===== config.mk =====
export PLATFORM = sky130hd
export DESIGN_NAME = serial_alu_sequencer
export DESIGN_NICKNAME = d
export VERILOG_FILES = /design/src/rtl/alu_seq_pkg.sv /design/src/rtl/alu_bit_slice.sv /design/src/rtl/serial_alu_sequencer.sv
export SDC_FILE = /design/constraint.sdc
export NUM_CORES = 1
export LEC_CHECK = 0
export CAP_MARGIN = 5
export CORE_ASPECT_RATIO = 1.1
export CORE_MARGIN = 10
export CORE_UTILIZATION = 28
export CTS_CLUSTER_DIAMETER = 100
export CTS_CLUSTER_SIZE = 20
export DETAILED_ROUTE_END_ITERATION = 6
export SETUP_SLACK_MARGIN = 0.2
export SLEW_MARGIN = 10
export SYNTH_ARGS = -nofsm -noshare
export SYNTH_HDL_FRONTEND = slang
export SYNTH_SLANG_ARGS = --single-unit

===== constraint.sdc =====
create_clock -name CLK -period 1.5 [get_ports CLK]
set_clock_uncertainty 0.2 [all_clocks]
set_input_delay 0.15 -clock CLK [delete_from_list [all_inputs] [get_ports CLK]]
set_output_delay 0.15 -clock CLK [all_outputs]
set_load 0.01 [all_outputs]

===== src/rtl/alu_seq_pkg.sv =====
// ============================================================================
// Module : alu_seq_pkg
// Brief  : Operation and sequencer state encodings for the serial ALU.
// Rev    : 1.0
// ============================================================================
`default_nettype none

package alu_seq_pkg;

  localparam logic [1:0] OP_AND  = 2'b00;
  localparam logic [1:0] OP_OR   = 2'b01;
  localparam logic [1:0] OP_ADD  = 2'b10;
  localparam logic [1:0] OP_ZERO = 2'b11;

  typedef enum logic [1:0] {
    IDLE = 2'd0,
    RUN  = 2'd1,
    FIN  = 2'd2
  } state_t;

  function automatic logic is_add(input logic [1:0] op);
    return op == OP_ADD;
  endfunction

endpackage

`default_nettype wire


===== src/rtl/alu_bit_slice.sv =====
// ============================================================================
// Module : alu_bit_slice
// Brief  : Combinational 1-bit ALU slice (AND / OR / full-adder sum / zero).
// Rev    : 1.0
// ============================================================================
`default_nettype none

module alu_bit_slice
  import alu_seq_pkg::*;
(
  input  logic       a,
  input  logic       b,
  input  logic       cin,
  input  logic [1:0] op,
  output logic       y,
  output logic       cout
);

  always_comb begin
    y = 1'b0;
    unique case (op)
      OP_AND:  y = a & b;
      OP_OR:   y = a | b;
      OP_ADD:  y = a ^ b ^ cin;
      OP_ZERO: y = 1'b0;
      default: y = 1'b0;
    endcase
  end

  // Carry is always the full-adder carry; the sequencer masks it for non-ADD ops.
  assign cout = (a & b) | (cin & (a ^ b));

endmodule

`default_nettype wire


===== src/rtl/serial_alu_sequencer.sv =====
// ============================================================================
// Module : serial_alu_sequencer
// Brief  : Runs WIDTH-bit AND/OR/ADD/ZERO through one ALU slice, LSB first,
//          with a BUSY/DONE handshake and a held RESULT/COUT.
// Rev    : 1.0
// ============================================================================
`default_nettype none

module serial_alu_sequencer
  import alu_seq_pkg::*;
#(
  parameter int WIDTH = 4
) (
  input  logic             CLK,
  input  logic             RESET,
  input  logic             START,
  input  logic [1:0]       OP,
  input  logic [WIDTH-1:0] A,
  input  logic [WIDTH-1:0] B,
  input  logic             CIN,
  output logic             BUSY,
  output logic             DONE,
  output logic [WIDTH-1:0] RESULT,
  output logic             COUT
);

  localparam int CW = (WIDTH > 1) ? $clog2(WIDTH) : 1;
  localparam logic [CW-1:0] LAST_BIT = CW'(WIDTH - 1);

  state_t           state;
  logic             start_q;
  logic [WIDTH-1:0] a_sr;
  logic [WIDTH-1:0] b_sr;
  logic [WIDTH-1:0] res_sr;
  logic [1:0]       op_q;
  logic             carry;
  logic [CW-1:0]    cnt;

  logic             start_rise;
  logic             slice_y;
  logic             slice_cout;
  logic             next_carry;
  logic [WIDTH-1:0] next_res;

  assign start_rise = START & ~start_q;

  alu_bit_slice u_slice (
    .a    (a_sr[0]),
    .b    (b_sr[0]),
    .cin  (carry),
    .op   (op_q),
    .y    (slice_y),
    .cout (slice_cout)
  );

  // The carry register only ever holds a live value for ADD.
  assign next_carry = is_add(op_q) ? slice_cout : 1'b0;
  assign next_res   = {slice_y, res_sr[WIDTH-1:1]};

  always_ff @(posedge CLK) begin
    if (RESET) begin
      state   <= IDLE;
      start_q <= 1'b1;
      a_sr    <= '0;
      b_sr    <= '0;
      res_sr  <= '0;
      op_q    <= OP_AND;
      carry   <= 1'b0;
      cnt     <= '0;
      BUSY    <= 1'b0;
      DONE    <= 1'b0;
      RESULT  <= '0;
      COUT    <= 1'b0;
    end else begin
      start_q <= START;
      DONE    <= 1'b0;
      unique case (state)
        IDLE: begin
          if (start_rise) begin
            a_sr  <= A;
            b_sr  <= B;
            op_q  <= OP;
            carry <= is_add(OP) ? CIN : 1'b0;
            cnt   <= '0;
            BUSY  <= 1'b1;
            state <= RUN;
          end
        end
        RUN: begin
          res_sr <= next_res;
          a_sr   <= a_sr >> 1;
          b_sr   <= b_sr >> 1;
          carry  <= next_carry;
          cnt    <= cnt + CW'(1);
          if (cnt == LAST_BIT) begin
            RESULT <= next_res;
            COUT   <= next_carry;
            DONE   <= 1'b1;
            BUSY   <= 1'b0;
            state  <= FIN;
          end
        end
        FIN: begin
          state <= IDLE;
        end
        default: begin
          state <= IDLE;
          BUSY  <= 1'b0;
        end
      endcase
    end
  end

endmodule

`default_nettype wire


== Yosys cells after proc, flatten, opt, wreduce, memory -nomap -nowiden ==
Index checks and enable logic that the tools add are counted.

* Add/subtract/negate cells: 1
* Muxes and demuxes: 18
* Reduce and logical (&&, ||, !) cells: 9
* Eq/ne operators: 9
* Bitwise operators: 10

{| class="wikitable"
|+ Operators by type and width
! kind !! number
|-
| one-hot mux 4 bit (2 select lines) || 2
|-
| equality test 2 bit, second input constant || 5
|-
| two-way mux 4 bit || 2
|-
| one-hot mux 2 bit (2 select lines) || 2
|-
| AND reduction 2 bit || 4
|-
| two-way mux 1 bit || 6
|-
| two-way mux 2 bit || 3
|-
| equality test 2 x 1 -> 1 bit, second input constant || 2
|-
| logical NOT 2 bit || 2
|-
| != test 2 bit, second input constant || 2
|-
| one-hot mux 1 bit (4 select lines) || 1
|-
| bitwise AND 1 bit || 3
|-
| NOT 1 bit || 3
|-
| one-hot mux 1 bit (3 select lines) || 1
|-
| AND reduction 3 bit || 1
|-
| adder 2 x 1 -> 2 bit, second input constant || 1
|-
| bitwise OR 1 bit || 2
|-
| one-hot mux 1 bit (2 select lines) || 1
|-
| nonzero test 2 bit || 1
|-
| OR reduction 2 bit || 1
|-
| XOR 1 bit || 2
|}

* Flip-flop bits (word level): 27
* Bits of input ports: 14
* Word-level logic and storage cells: 59
* Output and inout bits: 7

== Logic depth before layout (Yosys ltp) ==
* Word-level depth: 5
* Depth in mapped cells: 5
* Mapped depth without buffers: 5

== Modules after synthesis ==
From an unflattened synthesis, not the netlist that was laid out.

* Cells, all modules: 133
* Area total of the unflattened synthesis: 1107.3 um^2

{| class="wikitable"
|+ Modules (own cells, without submodules)
! module !! area an instance (um^2) !! sequential area each (um^2) !! instances !! cells each
|-
| serial_alu_sequencer || 1019.7 || 520.5 || 1 || 122
|-
| alu_bit_slice || 87.6 || 0.0 || 1 || 11
|}

== Worst setup path before layout ==
No wires, ideal clock.

* Kind: register to register
* From: register b_sr[0]
* To: register RESULT[3]
* Arrival time: 1.324 ns
* Setup time: 0.140 ns
* Period minus slack after synthesis: 1.664 ns
* Buffers on the path: 0
* Setup slack: -0.164 ns
* Data required time: 1.160 ns
* Cell stages (with the launch flop): 5
* Cell sequence: dfxtp_1 > fa_1 > mux2_2 > o21ai_0 > a311oi_1

* Word-level cells in the longest chain between the ends: 3
* Elaborated cells between the ends (all ways): 5
* Those cells by class: 1 x mux; 4 x bitwise

{| class="wikitable"
|+ Ends and longest elaborated chain
! what !! RTL line !! RTL
|-
| start: declaration || serial_alu_sequencer.sv:33 || <nowiki>logic [WIDTH-1:0] b_sr;</nowiki>
|-
| start signal: assignment || serial_alu_sequencer.sv:92 || <nowiki>b_sr <= b_sr >> 1;</nowiki>
|-
| XOR 1 bit (2 in series) || alu_bit_slice.sv:24 || <nowiki>OP_ADD: y = a ^ b ^ cin;</nowiki>
|-
| one-hot mux 1 bit (4 select lines) (*) || alu_bit_slice.sv:21 || <nowiki>unique case (op)</nowiki>
|-
| end signal: assignment || serial_alu_sequencer.sv:96 || <nowiki>RESULT <= next_res;</nowiki>
|-
| end: declaration || serial_alu_sequencer.sv:23 || <nowiki>output logic [WIDTH-1:0] RESULT,</nowiki>
|}

Mark *: on every way between the ends. The rest lies on a longest branch, timed or not.
A chain may end at the register's enable or synchronous reset.

== Worst setup path after layout ==
* From: register carry
* To: register res_sr[3]

* Word-level cells in the longest chain between the ends: 2

{| class="wikitable"
|+ Ends and longest elaborated chain
! what !! RTL line !! RTL
|-
| start: declaration || serial_alu_sequencer.sv:36 || <nowiki>logic carry;</nowiki>
|-
| start signal: assignment || serial_alu_sequencer.sv:83 || <nowiki>carry <= is_add(OP) ? CIN : 1'b0;</nowiki>
|-
| start signal: assignment || serial_alu_sequencer.sv:93 || <nowiki>carry <= next_carry;</nowiki>
|-
| XOR 1 bit || alu_bit_slice.sv:24 ||
|-
| one-hot mux 1 bit (4 select lines) || alu_bit_slice.sv:21 ||
|-
| end signal: assignment || serial_alu_sequencer.sv:90 || <nowiki>res_sr <= next_res;</nowiki>
|-
| end: declaration || serial_alu_sequencer.sv:34 || <nowiki>logic [WIDTH-1:0] res_sr;</nowiki>
|}

No other way between the ends.

==> results_tabular.tex <==
\begin{tabular}{lr}
\hline
Metric & Value \\
\hline
\multicolumn{2}{l}{\textbf{Run status}} \\
\quad Status & complete, but fails checks \\
\quad Violated checks & negative setup slack \\
\multicolumn{2}{l}{\textbf{Drt}} \\
\quad Residual DRC & 0 \\
\quad Routed length on met1 & 1500 microns \\
\quad Routed via count & 1042 \\
\quad DR pass1 iterations & 4 \\
\quad Top layer used by detailed routing & met4 \\
\quad ANT nets after route & 0 \\
\quad Total length of routed met2 wires & 1560 microns \\
\quad Met3 wirelength from detailed routing & approximately 120 microns \\
\quad Post-DR vias/cell & about 4.8 \\
\quad WL per Instance & around 15 microns \\
\quad Detailed-route wire length & about 3200 microns \\
\quad Number of design-rule violations left by the first detailed-router iteration & $\sim$110 \\
\multicolumn{2}{l}{\textbf{Floorplanning}} \\
\quad I/O pin cnt & 21 \\
\quad Number of cell rows & 23 \\
\quad Initial standard-cell utilization of the core & 29.6\% \\
\quad Overall die height & roughly 86 microns \\
\quad Die area & 6830 sq um \\
\quad Area of the core region & 3710 sq um \\
\quad Chip Width & between 70 and 80 microns \\
\multicolumn{2}{l}{\textbf{Placement}} \\
\quad Placer's final routability congestion estimate & approximately 0.80 \\
\quad Instance area at placement & around 1500 sq um \\
\quad Number of buffer cells added on primary ports & 20 \\
\quad Detailed placer's ending HPWL & between 1500 and 2000 microns \\
\multicolumn{2}{l}{\textbf{Clock network}} \\
\quad TritonCTS clock tree & yes \\
\quad Max Root-Sink Buffers & 2 \\
\quad Clock insertion delay at the later pin of the skew report & between 0.2 and 0.3 ns \\
\quad Clk slew on worst S/H paths & roughly 0.090 ns \\
\quad H-tree depth & 1 \\
\quad Count of clock tree sinks & 26 \\
\quad Num CTS Buffers & 3 \\
\quad Clock Root Buffer & sky130\_fd\_sc\_hd\_\_clkbuf\_8 \\
\multicolumn{2}{l}{\textbf{Flow run}} \\
\quad Number of violations of the max-capacitance limit & 0 \\
\multicolumn{2}{l}{\textbf{Synthesis}} \\
\quad Seq/Total Area, Yosys & a little under half \\
\quad Number of flip-flops and latches in the synthesized netlist & 26 \\
\quad Post-Synthesis Cells & 128 \\
\quad Ys Warns & 0 \\
\quad Cell variety after synth & 26 \\
\quad Avg Synthesized Cell Area & approximately 8.6 sq um \\
\quad Cell area after synthesis & 1100 sq um \\
\quad Synthesized net count & about 150 \\
\multicolumn{2}{l}{\textbf{Power and ir drop}} \\
\quad Total design power & between 1 and 1.5 mW \\
\quad Leakage power & between 0.6 and 0.7 nW \\
\quad Highest ir drop seen on vdd & around 0.42 mV \\
\quad P per Cell Area & between 700 and 800 nW/um\^{}2 \\
\multicolumn{2}{l}{\textbf{Timing}} \\
\quad Post-route clock period utilization & 111\% \\
\quad Worst slew margin relative to its limit & about 80\% \\
\quad Worst hold slack & $\sim$0.24 ns \\
\quad Shortest period the worst path allows & around 1.7 ns \\
\quad Max Freq & 0.598 GHz \\
\quad PnR worst setup slack & -0.171 ns \\
\quad Sum Neg Setup Slack & -0.371 ns \\
\quad Final Max Slew Viols & 0 \\
\quad Least-Margin Pin Slew & around 0.3 ns \\
\quad Setup repair after global routing missed its margin & yes \\
\quad Count of final setup violators & 4 \\
\quad Final hold violation count & 0 \\
\multicolumn{2}{l}{\textbf{Critical path}} \\
\quad Crit end category & register \\
\quad Critical Path RT & roughly 1.5 ns \\
\quad Worst-path maximum fanout & 2 \\
\quad Startpoint Class & register \\
\quad Data arrival, critical path & 1.64 ns \\
\quad WS Path Type & register to register \\
\multicolumn{2}{l}{\textbf{Global route}} \\
\quad Via count of the first global-routing pass & 1038 \\
\quad Initial antenna violation count & 0 \\
\quad Largest net degree at the start of global routing & 27 \\
\quad Overall overflow remaining after global route & 0 \\
\quad Overall track demand over capacity in global routing & 8.80\% \\
\quad First-pass GRT wire length & 4930 microns \\
\multicolumn{2}{l}{\textbf{Final layout}} \\
\quad Total non-filler cell area in the finished layout & roughly 1800 sq um \\
\quad Growth of design area from synthesis to finish & 66.6\% \\
\quad Final net count & about 190 \\
\quad Share of cells above drive strength 1 & between 40 and 50\% \\
\quad Diodes inserted & 0 \\
\quad Number of fill cells in the layout & between 300 and 400 \\
\multicolumn{2}{l}{\textbf{Hold path}} \\
\quad Min-delay worst type & primary input to register \\
\hline
\end{tabular}
==> per-layer routing <==
layer / vias up / GRT usage (%)
li1: 518 / -
met1: 506 / 10.9
met2: 16 / 14.3
met3: 2 / 1.67
met4: 0 / 3.92
met5: - / 0
==> flip-flops by register name, indices dropped and copies added, names as in the netlist <==
register  count
RESULT        4
op_q          2
COUT          1
carry         1
res_sr        3
BUSY          1
state         2
start_q       1
b_sr          4
a_sr          4
DONE          1
cnt           2
==> critical path, cell delays in order, from the launching register on <==
cell,delay [ns]
sky130_fd_sc_hd__dfxtp_2,0.35
sky130_fd_sc_hd__fa_2,0.55
sky130_fd_sc_hd__mux2_4,0.15
sky130_fd_sc_hd__o21ai_4,0.06
sky130_fd_sc_hd__a211oi_1,0.26
==> final timing paths <==
check,start,end,slack [ns],depth (start not counted)
max,carry,res_sr[3],-0.17,4
min,A[3],a_sr[3],0.24,3
max reg2reg,carry,res_sr[3],-0.17,4
min reg2reg,RESULT[1],RESULT[1],0.27,2
==> kinds of logic after synthesis <==
group / after synthesis / share of synthesized area, %
DFF: 26 / 47.4
AOI/OAI and AO/OA: 27 / 15.5
muxes: 1 / 1.03
buffers and inverters: 12 / 5.24
and+or+nand+nor: 58 / 25.5
adders and majority gates: 4 / 5.25
==> where the power goes <==
part	total, mW	internal [mW]	switching [mW]
combinational	0.252	0.139	0.113
sequential	0.743	0.720	0.0239
clock	0.456	0.235	0.222
total	1.45	1.09	0.359
==> final cells by class <==
type | instances | area (sq um) | area share, %
flip-flops and latches | 26 | 532 | 29.1
well taps | 50 | 62.6 | 3.42
inverters | 2 | 7.51 | 0.411
clock buffers | 4 | 55.1 | 3.01
multi-input cells | 90 | 734 | 40.2
repair buffers | 44 | 437 | 23.9
==> cell usage in the layout (no fill, tap or decap), types with 2 or more instances in the layout <==
cell type / n
sky130_fd_sc_hd__nand2_1: 22
sky130_fd_sc_hd__dfxtp_1: 19
sky130_fd_sc_hd__buf_4: 13
sky130_fd_sc_hd__clkdlybuf4s50_1: 13
sky130_fd_sc_hd__a21oi_2: 12
sky130_fd_sc_hd__buf_6: 9
sky130_fd_sc_hd__nor3_1: 6
sky130_fd_sc_hd__a311oi_1: 6
sky130_fd_sc_hd__dfxtp_2: 6
sky130_fd_sc_hd__dlygate4sd2_1: 6
sky130_fd_sc_hd__nor2_1: 5
sky130_fd_sc_hd__nand2_2: 4
sky130_fd_sc_hd__nand3_4: 4
sky130_fd_sc_hd__clkbuf_8: 4
sky130_fd_sc_hd__nand3_2: 3
sky130_fd_sc_hd__nand2_4: 3
sky130_fd_sc_hd__inv_1: 2
sky130_fd_sc_hd__a21oi_1: 2
sky130_fd_sc_hd__a311oi_2: 2
sky130_fd_sc_hd__ha_1: 2
==> synthesized netlist by cell type <==
cell type | count | area [sq um]
sky130_fd_sc_hd__nand2_1 | 28 | 105
sky130_fd_sc_hd__dfxtp_1 | 26 | 521
sky130_fd_sc_hd__a21oi_1 | 14 | 70.1
sky130_fd_sc_hd__a311oi_1 | 8 | 70.1
sky130_fd_sc_hd__nand3_1 | 8 | 40.0
sky130_fd_sc_hd__nor3_1 | 7 | 35.0
sky130_fd_sc_hd__nor2_1 | 5 | 18.8
sky130_fd_sc_hd__buf_2 | 4 | 20.0
sky130_fd_sc_hd__clkbuf_1 | 4 | 15.0
sky130_fd_sc_hd__ha_1 | 3 | 37.5
sky130_fd_sc_hd__o21ai_0 | 3 | 15.0
sky130_fd_sc_hd__buf_4 | 2 | 15.0
sky130_fd_sc_hd__inv_1 | 2 | 7.51
sky130_fd_sc_hd__nand2b_1 | 2 | 12.5
sky130_fd_sc_hd__a211oi_1 | 1 | 7.51
sky130_fd_sc_hd__and3b_1 | 1 | 8.76
sky130_fd_sc_hd__fa_1 | 1 | 20.0
sky130_fd_sc_hd__mux2_2 | 1 | 11.3
sky130_fd_sc_hd__nand2_2 | 1 | 6.26
sky130_fd_sc_hd__nand3b_1 | 1 | 7.51
sky130_fd_sc_hd__nand4b_1 | 1 | 8.76
sky130_fd_sc_hd__nor2b_1 | 1 | 6.26
sky130_fd_sc_hd__nor4b_2 | 1 | 15.0
sky130_fd_sc_hd__o21a_1 | 1 | 7.51
sky130_fd_sc_hd__or2_2 | 1 | 6.26
sky130_fd_sc_hd__or4b_1 | 1 | 10.0
==> through the flow <==
| stage | setup slack, ns | util [%] | cells |
|---|---|---|---|
| 3_5_place_dp | -0.359 | 40.3 | 206 |
| 5_1_grt | -0.194 | 49.2 | 216 |
| 4_1_cts | -0.131 | 44.2 | 212 |
| 2_1_floorplan | -0.0605 | - | 128 |
| 6_report | -0.171 | 49.2 | 216 |
| 3_3_place_gp | -0.284 | 40.3 | 206 |
==> repair_timing <==
| item | 4_1_cts | 5_1_grt |
|---|---|---|
| hold buffers | 0 | 0 |
| setup buffers | 1 | 2 |
| pin swaps | 13 | 12 |
| resized for setup | 31 | 31 |
| endpoints found under the setup margin | 32 | 25 |
| gates cloned | 1 | 2 |
Note: power is estimated with default switching activity, not from simulation.
